==> config.mk <==
export PLATFORM = sky130hd
export DESIGN_NAME = strrecog_frame_ctrl
export DESIGN_NICKNAME = d
export VERILOG_FILES = /design/src/rtl/strrecog_frame_ctrl.sv
export SDC_FILE = /design/constraint.sdc
export NUM_CORES = 1
export LEC_CHECK = 0
export ABC_AREA = 1
export BUFFER_PORTS_ARGS = -buffer_cell sky130_fd_sc_hd__buf_2
export CAP_MARGIN = 20
export CORE_ASPECT_RATIO = 1.25
export CORE_UTILIZATION = 45
export CTS_BUF_LIST = sky130_fd_sc_hd__clkbuf_16
export DETAILED_ROUTE_END_ITERATION = 8
export PLACE_DENSITY = 0.71
export SLEW_MARGIN = 25
export SYNTH_ARGS = -nofsm -noshare
export SYNTH_HDL_FRONTEND = slang
export SYNTH_SLANG_ARGS = --single-unit
export TNS_END_PERCENT = 10
==> constraint.sdc <==
create_clock -name clk -period 3.2 [get_ports clk]
set_input_delay 0.48 -clock clk [delete_from_list [all_inputs] [get_ports clk]]
set_output_delay 0.48 -clock clk [all_outputs]
set_load 0.05 [all_outputs]
==> src/rtl/strrecog_frame_ctrl.sv <==
// Frame controller for a bit-serial string recognizer.
// Bytes in over valid/ready, shifted MSB-first, matched against a pattern.
module strrecog_frame_ctrl #(
  parameter int PAT_MAX = 8,
  parameter int LEN_W   = 4,
  parameter int CNT_W   = 8
) (
  input  logic               clk,
  input  logic               resetn,
  input  logic [PAT_MAX-1:0] cfg_pattern,
  input  logic [LEN_W-1:0]   cfg_len,
  input  logic               cfg_overlap,
  input  logic               start,
  input  logic               in_valid,
  input  logic [7:0]         in_data,
  input  logic               in_last,
  output logic               in_ready,
  output logic               match_pulse,
  output logic [CNT_W-1:0]   match_count,
  output logic               busy,
  output logic               done,
  output logic               cfg_err
);

  typedef enum logic [1:0] {
    S_IDLE,
    S_LOAD,
    S_SHIFT,
    S_DONE
  } state_t;

  state_t r_state;
  state_t w_state_nxt;

  logic [PAT_MAX-1:0] r_pat;
  logic [LEN_W-1:0]   r_len;
  logic               r_ovl;
  logic [7:0]         r_byte;
  logic               r_last;
  logic [2:0]         r_idx;
  logic [PAT_MAX-1:0] r_hist;
  logic [LEN_W-1:0]   r_seen;
  logic               r_match;
  logic [CNT_W-1:0]   r_cnt;
  logic               r_err;

  logic               w_len_ok;
  logic               w_start_ok;
  logic               w_start_bad;
  logic               w_accept;
  logic               w_shift;
  logic               w_bit;
  logic [PAT_MAX-1:0] w_hist_nxt;
  logic [LEN_W-1:0]   w_seen_inc;
  logic [PAT_MAX-1:0] w_mask;
  logic               w_hit;
  logic               w_cnt_full;

  assign w_len_ok = (cfg_len != '0) &&
                    (cfg_len <= LEN_W'(PAT_MAX));

  // Next-state decode and state-derived handshake/status outputs.
  always_comb begin
    w_state_nxt = r_state;
    in_ready    = 1'b0;
    busy        = 1'b0;
    done        = 1'b0;
    w_start_ok  = 1'b0;
    w_start_bad = 1'b0;
    w_accept    = 1'b0;
    w_shift     = 1'b0;
    unique case (r_state)
      S_IDLE: begin
        if (start) begin
          if (w_len_ok) begin
            w_start_ok  = 1'b1;
            w_state_nxt = S_LOAD;
          end else begin
            w_start_bad = 1'b1;
            w_state_nxt = S_DONE;
          end
        end
      end
      S_LOAD: begin
        in_ready = 1'b1;
        busy     = 1'b1;
        if (in_valid) begin
          w_accept    = 1'b1;
          w_state_nxt = S_SHIFT;
        end
      end
      S_SHIFT: begin
        busy    = 1'b1;
        w_shift = 1'b1;
        if (r_idx == 3'd0) begin
          w_state_nxt = r_last ? S_DONE : S_LOAD;
        end
      end
      S_DONE: begin
        done        = 1'b1;
        w_state_nxt = S_IDLE;
      end
      default: w_state_nxt = S_IDLE;
    endcase
  end

  assign w_bit      = r_byte[r_idx];
  assign w_hist_nxt = {r_hist[PAT_MAX-2:0], w_bit};
  assign w_seen_inc = (r_seen == LEN_W'(PAT_MAX)) ?
                      r_seen : r_seen + 1'b1;
  assign w_cnt_full = &r_cnt;

  // Window mask selecting the low cfg_len history bits.
  always_comb begin
    w_mask = '0;
    for (int i = 0; i < PAT_MAX; i++) begin
      w_mask[i] = (LEN_W'(i) < r_len);
    end
  end

  assign w_hit = w_shift &&
                 (((w_hist_nxt ^ r_pat) & w_mask) == '0) &&
                 (w_seen_inc >= r_len);

  // State register.
  always_ff @(posedge clk or negedge resetn) begin
    if (!resetn) begin
      r_state <= S_IDLE;
    end else begin
      r_state <= w_state_nxt;
    end
  end

  // Configuration is frozen at an accepted start.
  always_ff @(posedge clk or negedge resetn) begin
    if (!resetn) begin
      r_pat <= '0;
      r_len <= '0;
      r_ovl <= 1'b0;
    end else if (w_start_ok) begin
      r_pat <= cfg_pattern;
      r_len <= cfg_len;
      r_ovl <= cfg_overlap;
    end
  end

  // Byte capture and MSB-first bit index.
  always_ff @(posedge clk or negedge resetn) begin
    if (!resetn) begin
      r_byte <= '0;
      r_last <= 1'b0;
      r_idx  <= '0;
    end else if (w_accept) begin
      r_byte <= in_data;
      r_last <= in_last;
      r_idx  <= 3'd7;
    end else if (w_shift) begin
      r_idx  <= r_idx - 3'd1;
    end
  end

  // History persists across bytes; only a new frame clears it.
  always_ff @(posedge clk or negedge resetn) begin
    if (!resetn) begin
      r_hist <= '0;
      r_seen <= '0;
    end else if (w_start_ok) begin
      r_hist <= '0;
      r_seen <= '0;
    end else if (w_shift) begin
      r_hist <= w_hist_nxt;
      r_seen <= (w_hit && !r_ovl) ? '0 : w_seen_inc;
    end
  end

  // Registered match pulse with saturating per-frame count.
  always_ff @(posedge clk or negedge resetn) begin
    if (!resetn) begin
      r_match <= 1'b0;
      r_cnt   <= '0;
    end else begin
      r_match <= w_hit;
      if (w_start_ok || w_start_bad) begin
        r_cnt <= '0;
      end else if (w_hit && !w_cnt_full) begin
        r_cnt <= r_cnt + 1'b1;
      end
    end
  end

  // Sticky config error, refreshed on every start seen in IDLE.
  always_ff @(posedge clk or negedge resetn) begin
    if (!resetn) begin
      r_err <= 1'b0;
    end else if (w_start_ok) begin
      r_err <= 1'b0;
    end else if (w_start_bad) begin
      r_err <= 1'b1;
    end
  end

  assign match_pulse = r_match;
  assign match_count = r_cnt;
  assign cfg_err     = r_err;

endmodule

==> out/results.ini, run 1 <==
[floorplanning]
num_rows = 31
start_util_pct = 46.5
core_um2 = 5740
fp.dieW_um = 70.9
dieArea_um2 = 6240
die-height_um = 88.1
num_io_pins = 39

[detailed_routing]
antenna_left = 0
num_vias = 2245
first_pass_iters = 6
drc = 0
routed_wl_mm = 5.24
routedWlPerCell_um = 11.6
viasPerCell = 4.99
drtIter0Drc = 97

[cts]
htreeDepth = 2
clk_pin_slew_ps = 70
cts_tree = yes
post-cts-setup-buffers = 0
cts-resized-gates = 0
cts_hold_buf = 0
cts_max_path_buffers = 2
clkSinkCount = 48
cts_buffers = 5
insertion_delay_ps = 290
clockRootBuffer = clkbuf_16

[power_and_ir_drop]
ir_drop_mv = 0.596
clkPwrFrac_pct = 17.8
power.leakage_nw = 1.71
report.power.total_mw = 3.31
internal_power_mw = 1.80
swShare_pct = 45.7
p_per_area_nw_per_um2 = 1070
p_comb_share_pct = 48.7
p_seq_share_pct = 33.4
power.switching_mw = 1.51

[cells_and_area]
mostFrequentLayoutCells = 108 x nand2_1, 48 x dfrtp_1, 47 x inv_1, 37 x buf_2, 27 x nand3_1
layout-drive-gt1-share_pct = 17.2
n_antenna_cell = 0
area_delta_synth_final_pct = 15.9
final_area_um2 = 3090
layout.nets = 423
nFillCells = 554
layout_commonest_cell = nand2_1

[logic_synthesis]
synth_cell_types = 32
yosys.area.top_type = dfrtp_1
syn_area_um2 = 2670
synth_simple_gate_area_share_pct = 28.0
ys_seq_area_share_pct = 45.0
synth_compound_area_share_pct = 10.0
synth_top_area_share_pct = 45.0
synth_top_family_by_area = simple AND/OR/NAND/NOR gates
synth_xor_xnor_area_share_pct = 1.97
yosys_register_bits = 48
syn_area_per_cell_um2 = 7.80
syn_inst = 342
synth_fa_ha_area_share_pct = 6.56
synth_area_leaders = dfrtp_1 45%, nand2_1 15%, inv_1 6.6%
ys_warn_count = 0
syn-num-nets = 382
muxShareOfSynthArea_pct = 0

[grt]
track_usage_pct = 18.4
grt_pass1_vias = 2103
antenna_found_initial = 0
grt_pass1_wl_mm = 9.03
grt_start_max_net_pins = 49
gr-total-overflow = 0

[worst_setup_path]
path_max_fanout = 9
arrival_ps = 2550
slowest_stage = dfrtp_1
critical_path_class = register to register
critPathBufInv = 2
startpoint_type = register
cp-end-kind = register
path_cells = inv_1, ha_1, nand2_1, nor2_1, xor2_1, inv_1, ha_1, nand2_1, o211a_1, nor2_4, nand3_4, nand2_4, nand2_1, nand2_1
path_delay_family = simple AND/OR/NAND/NOR gates
slowest_delay_ps = 410
timing.critical_path.mode_cell = nand2_1
worstPathRequired_ps = 3430

[sta]
final.period_utilization_pct = 72.3
hold_viol_final = 0
period_needed_ps = 2310
setup_viol = 0
max_freq_mhz = 432
drv_slew = 0
worst_clock_skew_ps = 8.19
rsz0062_at_grt = false
tns_ps = 0
relSlewSlack_pct = 59.1
worst_slew_pin_slew_ps = 613
whs_ps = 204

[place]
portBuffers = 38
place.gp.congestion = 0.780
hpwl_mm = 3.81
placed_cell_area_um2 = 2930

[hold_path]
hold_class = input port to async pin

[status]
status = finished, final reports clean

[flow_run]
drv_cap = 0

## registers in the layout (all words and copies together), names as in the netlist, 2 cells and up
signal,count
r_pat,8
r_hist,7
r_idx,3
r_len,4
r_byte,8
r_seen,4
r_state,2
match_count,8
## power by group through the flow
stage	sequential [mW]	combinational [mW]	clock, mW
detailed placement	1.12	1.62	0
finish	1.11	1.61	0.591
floorplan	1.20	1.18	0
global route	1.15	1.85	0.638
CTS	1.11	1.63	0.606
global placement	1.11	1.57	0
## layout make-up
class,instances,area [um^2],area share [%]
Clock buffer,5,125,4.05
Timing Repair Buffer,38,193,6.23
Sequential cell,48,1200,38.8
Multi-Input combinational cell,235,1240,40.2
Tap cell,66,82.6,2.67
Clock inverter,3,42.5,1.38
Inverter,55,206,6.67
## kinds of logic after synthesis
group           after synthesis
buf+inv                      59
fa+ha+maj                    14
flops                        48
simple gates                170
compound gates               45
xor+xnor                      6
## worst register-to-register path: stages, from the launching register on
cell and delay, ps:
dfrtp_1 410, inv_1 110, ha_1 160, nand2_1 50, nor2_1 140, xor2_1 210
inv_1 70, ha_1 270, nand2_1 50, o211a_1 250, nor2_4 150, nand3_4 150
nand2_4 140, nand2_1 60, nand2_1 60
## path summary, 6_finish.rpt
path / start / endpoint / slack [ps] / depth (start not counted)
worst max register to register: r_seen[0]$_DFFE_PN0P_ / match_count[7]$_DFFE_PN0P_ / 890 / 14
worst min register to register: r_last$_DFFE_PN0P_ / r_last$_DFFE_PN0P_ / 490 / 2
worst max-delay path: r_seen[0]$_DFFE_PN0P_ / match_count[7]$_DFFE_PN0P_ / 890 / 14
max in group asynchronous: resetn / r_ovl$_DFFE_PN0P_ / 2580 / 1
min in group clk: in_last / r_last$_DFFE_PN0P_ / 380 / 3
worst min-delay path: resetn / r_pat[2]$_DFFE_PN0P_ / 200 / 1
## per-layer routing
layer  global-route usage [%]  vias up  share of wire, %
li1                         -     1164                 -
met1                     21.9     1036                46
met2                     33.3       39                50
met3                     3.80        6               3.6
met4                     5.82        0               1.1
met5                        0        -                 0
## cells in the mapped netlist
| master | instances |
|---|---|
| nand2_1 | 108 |
| dfrtp_1 | 48 |
| inv_1 | 47 |
| nand3_1 | 27 |
| o21ai_0 | 25 |
| nor2_1 | 19 |
| ha_1 | 14 |
| a21oi_1 | 7 |
| a22oi_1 | 6 |
| inv_2 | 6 |
| nand2_2 | 4 |
| buf_2 | 3 |
| nand3_2 | 3 |
| xnor2_1 | 3 |
| xor2_1 | 3 |
| clkinv_1 | 2 |
| nor2_2 | 2 |
| a211oi_1 | 1 |
| a221oi_2 | 1 |
| a31o_2 | 1 |
| and2_2 | 1 |
| clkbuf_1 | 1 |
| nand2_4 | 1 |
| nand3_4 | 1 |
| nand4_1 | 1 |
| nor2_4 | 1 |
| nor3b_1 | 1 |
| o211a_1 | 1 |
| o21bai_1 | 1 |
| o22ai_1 | 1 |
| o31ai_1 | 1 |
| or2_1 | 1 |
## metrics by stage
| stage | cells | util, % | setup WS (ps) |
|---|---|---|---|
| finish | 450 | 53.9 | 887 |
| global placement | 442 | 50.9 | 1000 |
| detailed placement | 442 | 51.0 | 888 |
| floorplan | 342 | - | 1110 |
| CTS | 450 | 53.9 | 878 |
| global route | 450 | 53.9 | 723 |
(Power assumes the default switching activity.)
==> inputs of run 2 (changes only) <==
--- a/config.mk
+++ b/config.mk
@@ -5,14 +5,14 @@
 export SDC_FILE = /design/constraint.sdc
 export NUM_CORES = 1
 export LEC_CHECK = 0
-export ABC_AREA = 1
+export ABC_AREA = 0
 export BUFFER_PORTS_ARGS = -buffer_cell sky130_fd_sc_hd__buf_2
 export CAP_MARGIN = 20
 export CORE_ASPECT_RATIO = 1.25
 export CORE_UTILIZATION = 45
 export CTS_BUF_LIST = sky130_fd_sc_hd__clkbuf_16
 export DETAILED_ROUTE_END_ITERATION = 8
-export PLACE_DENSITY = 0.71
+export PLACE_DENSITY = 0.72
 export SLEW_MARGIN = 25
 export SYNTH_ARGS = -nofsm -noshare
 export SYNTH_HDL_FRONTEND = slang
==> constraint.sdc (replaced) <==
create_clock -name clk -period 2.3 [get_ports clk]
set_input_delay 0.345 -clock clk [delete_from_list [all_inputs] [get_ports clk]]
set_output_delay 0.345 -clock clk [all_outputs]
set_load 0.05 [all_outputs]
==> run 2 against run 1 <==
The flow now finishes with violations (negative setup slack). Sequential power grew 32%. Routed wire length increased by 6.5%. Worst hold slack lost 63 ps. Critical path type unchanged. Sequential cell count unchanged. Count of clock-buffer cells in the layout stayed put. Utilization is 6.5 points higher. Sequential share of layout area down 2.3 points.
==> out/results.ini, run 2 <==
[cells_and_area]
final_cells = 362  ; was 450
layout.nets = 337  ; was 423
mostFrequentLayoutCells = 48 x dfrtp_1, 38 x buf_2, 22 x buf_4, 19 x mux2_2, 16 x nand2_1  ; was 108 x nand2_1, 48 x dfrtp_1, 47 x inv_1, 37 x buf_2, 27 x nand3_1
area_delta_synth_final_pct = 29.5  ; was 15.9%
layout-drive-gt1-share_pct = 37.2  ; was 17.2%
nFillCells = 442  ; was 554
n_antenna_cell = 0  ; unchanged
final_area_um2 = 3290  ; was 3090 um^2
layout_commonest_cell = dfrtp_1  ; was nand2_1

[place]
placed_cell_area_um2 = 2940  ; was 2930 um^2
hpwl_mm = 3.79  ; was 3.81 mm
placed_cells = 348  ; was 442
portBuffers = 38  ; unchanged
place.gp.congestion = 0.834  ; was 0.780

[logic_synthesis]
synth_cell_types = 35  ; was 32
yosys-top-cells-count = 48 x dfrtp_1, 19 x mux2_2, 17 x nand2_1  ; was 108 x nand2_1, 48 x dfrtp_1, 47 x inv_1
syn_area_per_cell_um2 = 10.7  ; was 7.80 um^2
ys_seq_area_share_pct = 47.3  ; was 45.0%
synth_edf_count = 0  ; unchanged
synth_area_leaders = dfrtp_1 47%, mux2_2 8.4%, ha_1 6.9%  ; was dfrtp_1 45%, nand2_1 15%, inv_1 6.6%
ys_warn_count = 0  ; unchanged
synthArstFlopShare_pct = 100  ; unchanged
syn-num-nets = 277  ; was 382
yosys_register_bits = 48  ; unchanged
synth.most_common_cell = dfrtp_1  ; was nand2_1
yosys.area.top_type = dfrtp_1  ; unchanged
syn_area_um2 = 2540  ; was 2670 um^2
synth_top_area_share_pct = 47.3  ; was 45.0%
syn_inst = 237  ; was 342
synth_ff_type = dfrtp_1  ; unchanged

[cts]
cts_hold_buf = 0  ; unchanged
cts_max_path_buffers = 2  ; unchanged
cts_buffers = 5  ; unchanged
clockRootBuffer = clkbuf_16  ; unchanged
cts_tree = yes  ; unchanged
clk_pin_slew_ps = 70  ; about the same
insertion_delay_ps = 280  ; was 290 ps
clkSinkCount = 48  ; unchanged
htreeDepth = 2  ; unchanged

[detailed_routing]
viasPerCell = 5.55  ; was 4.99
first_pass_iters = 4  ; was 6
drtIter0Drc = 56  ; was 97
routedWlPerCell_um = 15.4  ; was 11.6 um
drc = 0  ; unchanged
antenna_left = 0  ; unchanged
routed_wl_mm = 5.58  ; was 5.24 mm
num_vias = 2008  ; was 2245

[status]
status = finished, violations left  ; was finished, final reports clean
violations = negative setup slack

[floorplanning]
dieArea_um2 = 5950  ; was 6240 um^2
fp.dieW_um = 69.2  ; was 70.9 um
num_rows = 30  ; was 31
die-height_um = 86.0  ; was 88.1 um
num_io_pins = 39  ; unchanged
start_util_pct = 46.6  ; was 46.5%
core_um2 = 5440  ; was 5740 um^2

[worst_setup_path]
arrival_ps = 2560  ; was 2550 ps
cp-end-kind = register  ; unchanged
worstPathRequired_ps = 2520  ; was 3430 ps
critical_path_class = register to register  ; unchanged
path_max_fanout = 9  ; unchanged
startpoint_type = register  ; unchanged

[power_and_ir_drop]
power.switching_mw = 1.63  ; was 1.51 mW
power.leakage_nw = 1.51  ; was 1.71 nW
ir_drop_mv = 0.674  ; was 0.596 mV
clkPwrFrac_pct = 23.0  ; was 17.8%
p_comb_share_pct = 44.8  ; was 48.7%
internal_power_mw = 2.89  ; was 1.80 mW
report.power.total_mw = 4.52  ; was 3.31 mW
p_per_area_nw_per_um2 = 1370  ; was 1070 nW/um^2
swShare_pct = 36.1  ; was 45.7%
p_seq_share_pct = 32.2  ; was 33.4%

[sta]
setup_viol = 9  ; was 0
tns_ps = -217  ; was 0 ps
fin_ws_ps = -44.9  ; was 887 ps
worst_clock_skew_ps = 4.35  ; was 8.19 ps
relSlewSlack_pct = 59.6  ; was 59.1%
period_needed_ps = 2340  ; was 2310 ps
rsz0062_at_grt = true  ; was false
worst_slew_pin_slew_ps = 606  ; was 613 ps
hold_viol_final = 0  ; unchanged
max_freq_mhz = 426  ; was 432 MHz
drv_slew = 0  ; unchanged
final.period_utilization_pct = 102  ; was 72.3%

[grt]
track_usage_pct = 19.3  ; was 18.4%
gr-total-overflow = 0  ; unchanged
antenna_found_initial = 0  ; unchanged
grt_pass1_wl_mm = 9.12  ; was 9.03 mm
grt_start_max_net_pins = 49  ; unchanged
grt_pass1_vias = 1989  ; was 2103

[hold_path]
hold_class = input port to async pin  ; unchanged

[flow_run]
drv_cap = 0  ; unchanged

## run 2: cell count changes after synthesis, sizes merged, moves of 7 or more
| cell | before | now |
|---|---|---|
| nand3 | 31 | 8 |
| mux2 | 0 | 20 |
| mux2i | 0 | 7 |
| inv | 53 | 13 |
| nor2 | 22 | 14 |
| xnor2 | 3 | 10 |
| o21ai | 25 | 13 |
| nand2 | 113 | 17 |
## run 2: worst max-delay path: stages, from the launching register on
cell and delay, ps:
dfrtp_1 430, mux4_1 560, mux2_4 320, xnor2_4 160, o22ai_4 130, or4_4 540, a21oi_2 140
## run 2: what timing repair did
action                     4_1_cts  5_1_grt
pin swaps                        4        5
resized for setup                7       12
setup endpoints to repair        7        9
setup buffers                    2        4
## run 2: layout make-up
| cell class | count | area (um^2) | share of cell area [%] |
|---|---|---|---|
| sequential | 48 | 1200 | 36.5 |
| timing repair buffer | 61 | 375 | 11.4 |
| inverter | 13 | 48.8 | 1.48 |
| multi-input combinational | 168 | 1370 | 41.6 |
| tap | 64 | 80.1 | 2.44 |
| clock inverter | 3 | 90.1 | 2.74 |
| clock buffer | 5 | 125 | 3.81 |
## run 2: cell families after synthesis
logic type / count (synthesis) / synth area share (%)
xor+xnor: 12 / 4.44
flops: 48 / 47.3
fa+ha+maj: 14 / 6.90
mux: 29 / 13.8
buf+inv: 21 / 3.11
simple gates: 69 / 13.7
compound gates: 44 / 10.7
## run 2: power groups by stage
| stage | clock [mW] | sequential, mW | combinational, mW |
|---|---|---|---|
| floorplan | 0 | 1.41 | 1.33 |
| global placement | 0 | 1.44 | 1.73 |
| detailed placement | 0 | 1.45 | 1.79 |
| CTS | 1.05 | 1.45 | 1.91 |
| global route | 1.09 | 1.49 | 2.22 |
| finish | 1.04 | 1.46 | 2.02 |
## run 2: path summary, 6_finish.rpt
check | depth (start not counted) | endpoint | slack [ps] | startpoint
worst max-delay path | 6 | match_count[5]$_DFFE_PN0P_ | -40 | r_idx[0]$_DFFE_PN0P_
worst min-delay path | 2 | match_pulse$_DFF_PN0_ | 140 | resetn
worst max register to register | 6 | match_count[5]$_DFFE_PN0P_ | -40 | r_idx[0]$_DFFE_PN0P_
worst min register to register | 1 | r_byte[2]$_DFFE_PN0P_ | 500 | r_byte[2]$_DFFE_PN0P_
max in group asynchronous | 2 | r_hist[2]$_DFFE_PN0P_ | 1730 | resetn
min in group clk | 2 | r_ovl$_DFFE_PN0P_ | 290 | cfg_overlap
## run 2: through the flow
| step | setup WS, ps | hold WS, ps | utilization (%) |
|---|---|---|---|
| floorplan | -23.6 | 49.4 | - |
| global placement | -5.06 | 478 | 54.0 |
| detailed placement | -67.9 | 476 | 54.0 |
| CTS | -61.1 | 174 | 58.8 |
| global route | -154 | 216 | 60.4 |
| finish | -44.9 | 141 | 60.4 |
## run 2: per-layer routing
metal / GRT usage [%] / up-vias / wire, um
met1: 22.7 / 991 / 2310
met4: 6.12 / 0 / 65
met5: 0 / - / 0
met3: 3.88 / 6 / 174
met2: 35.2 / 44 / 3020
li1: - / 967 / -
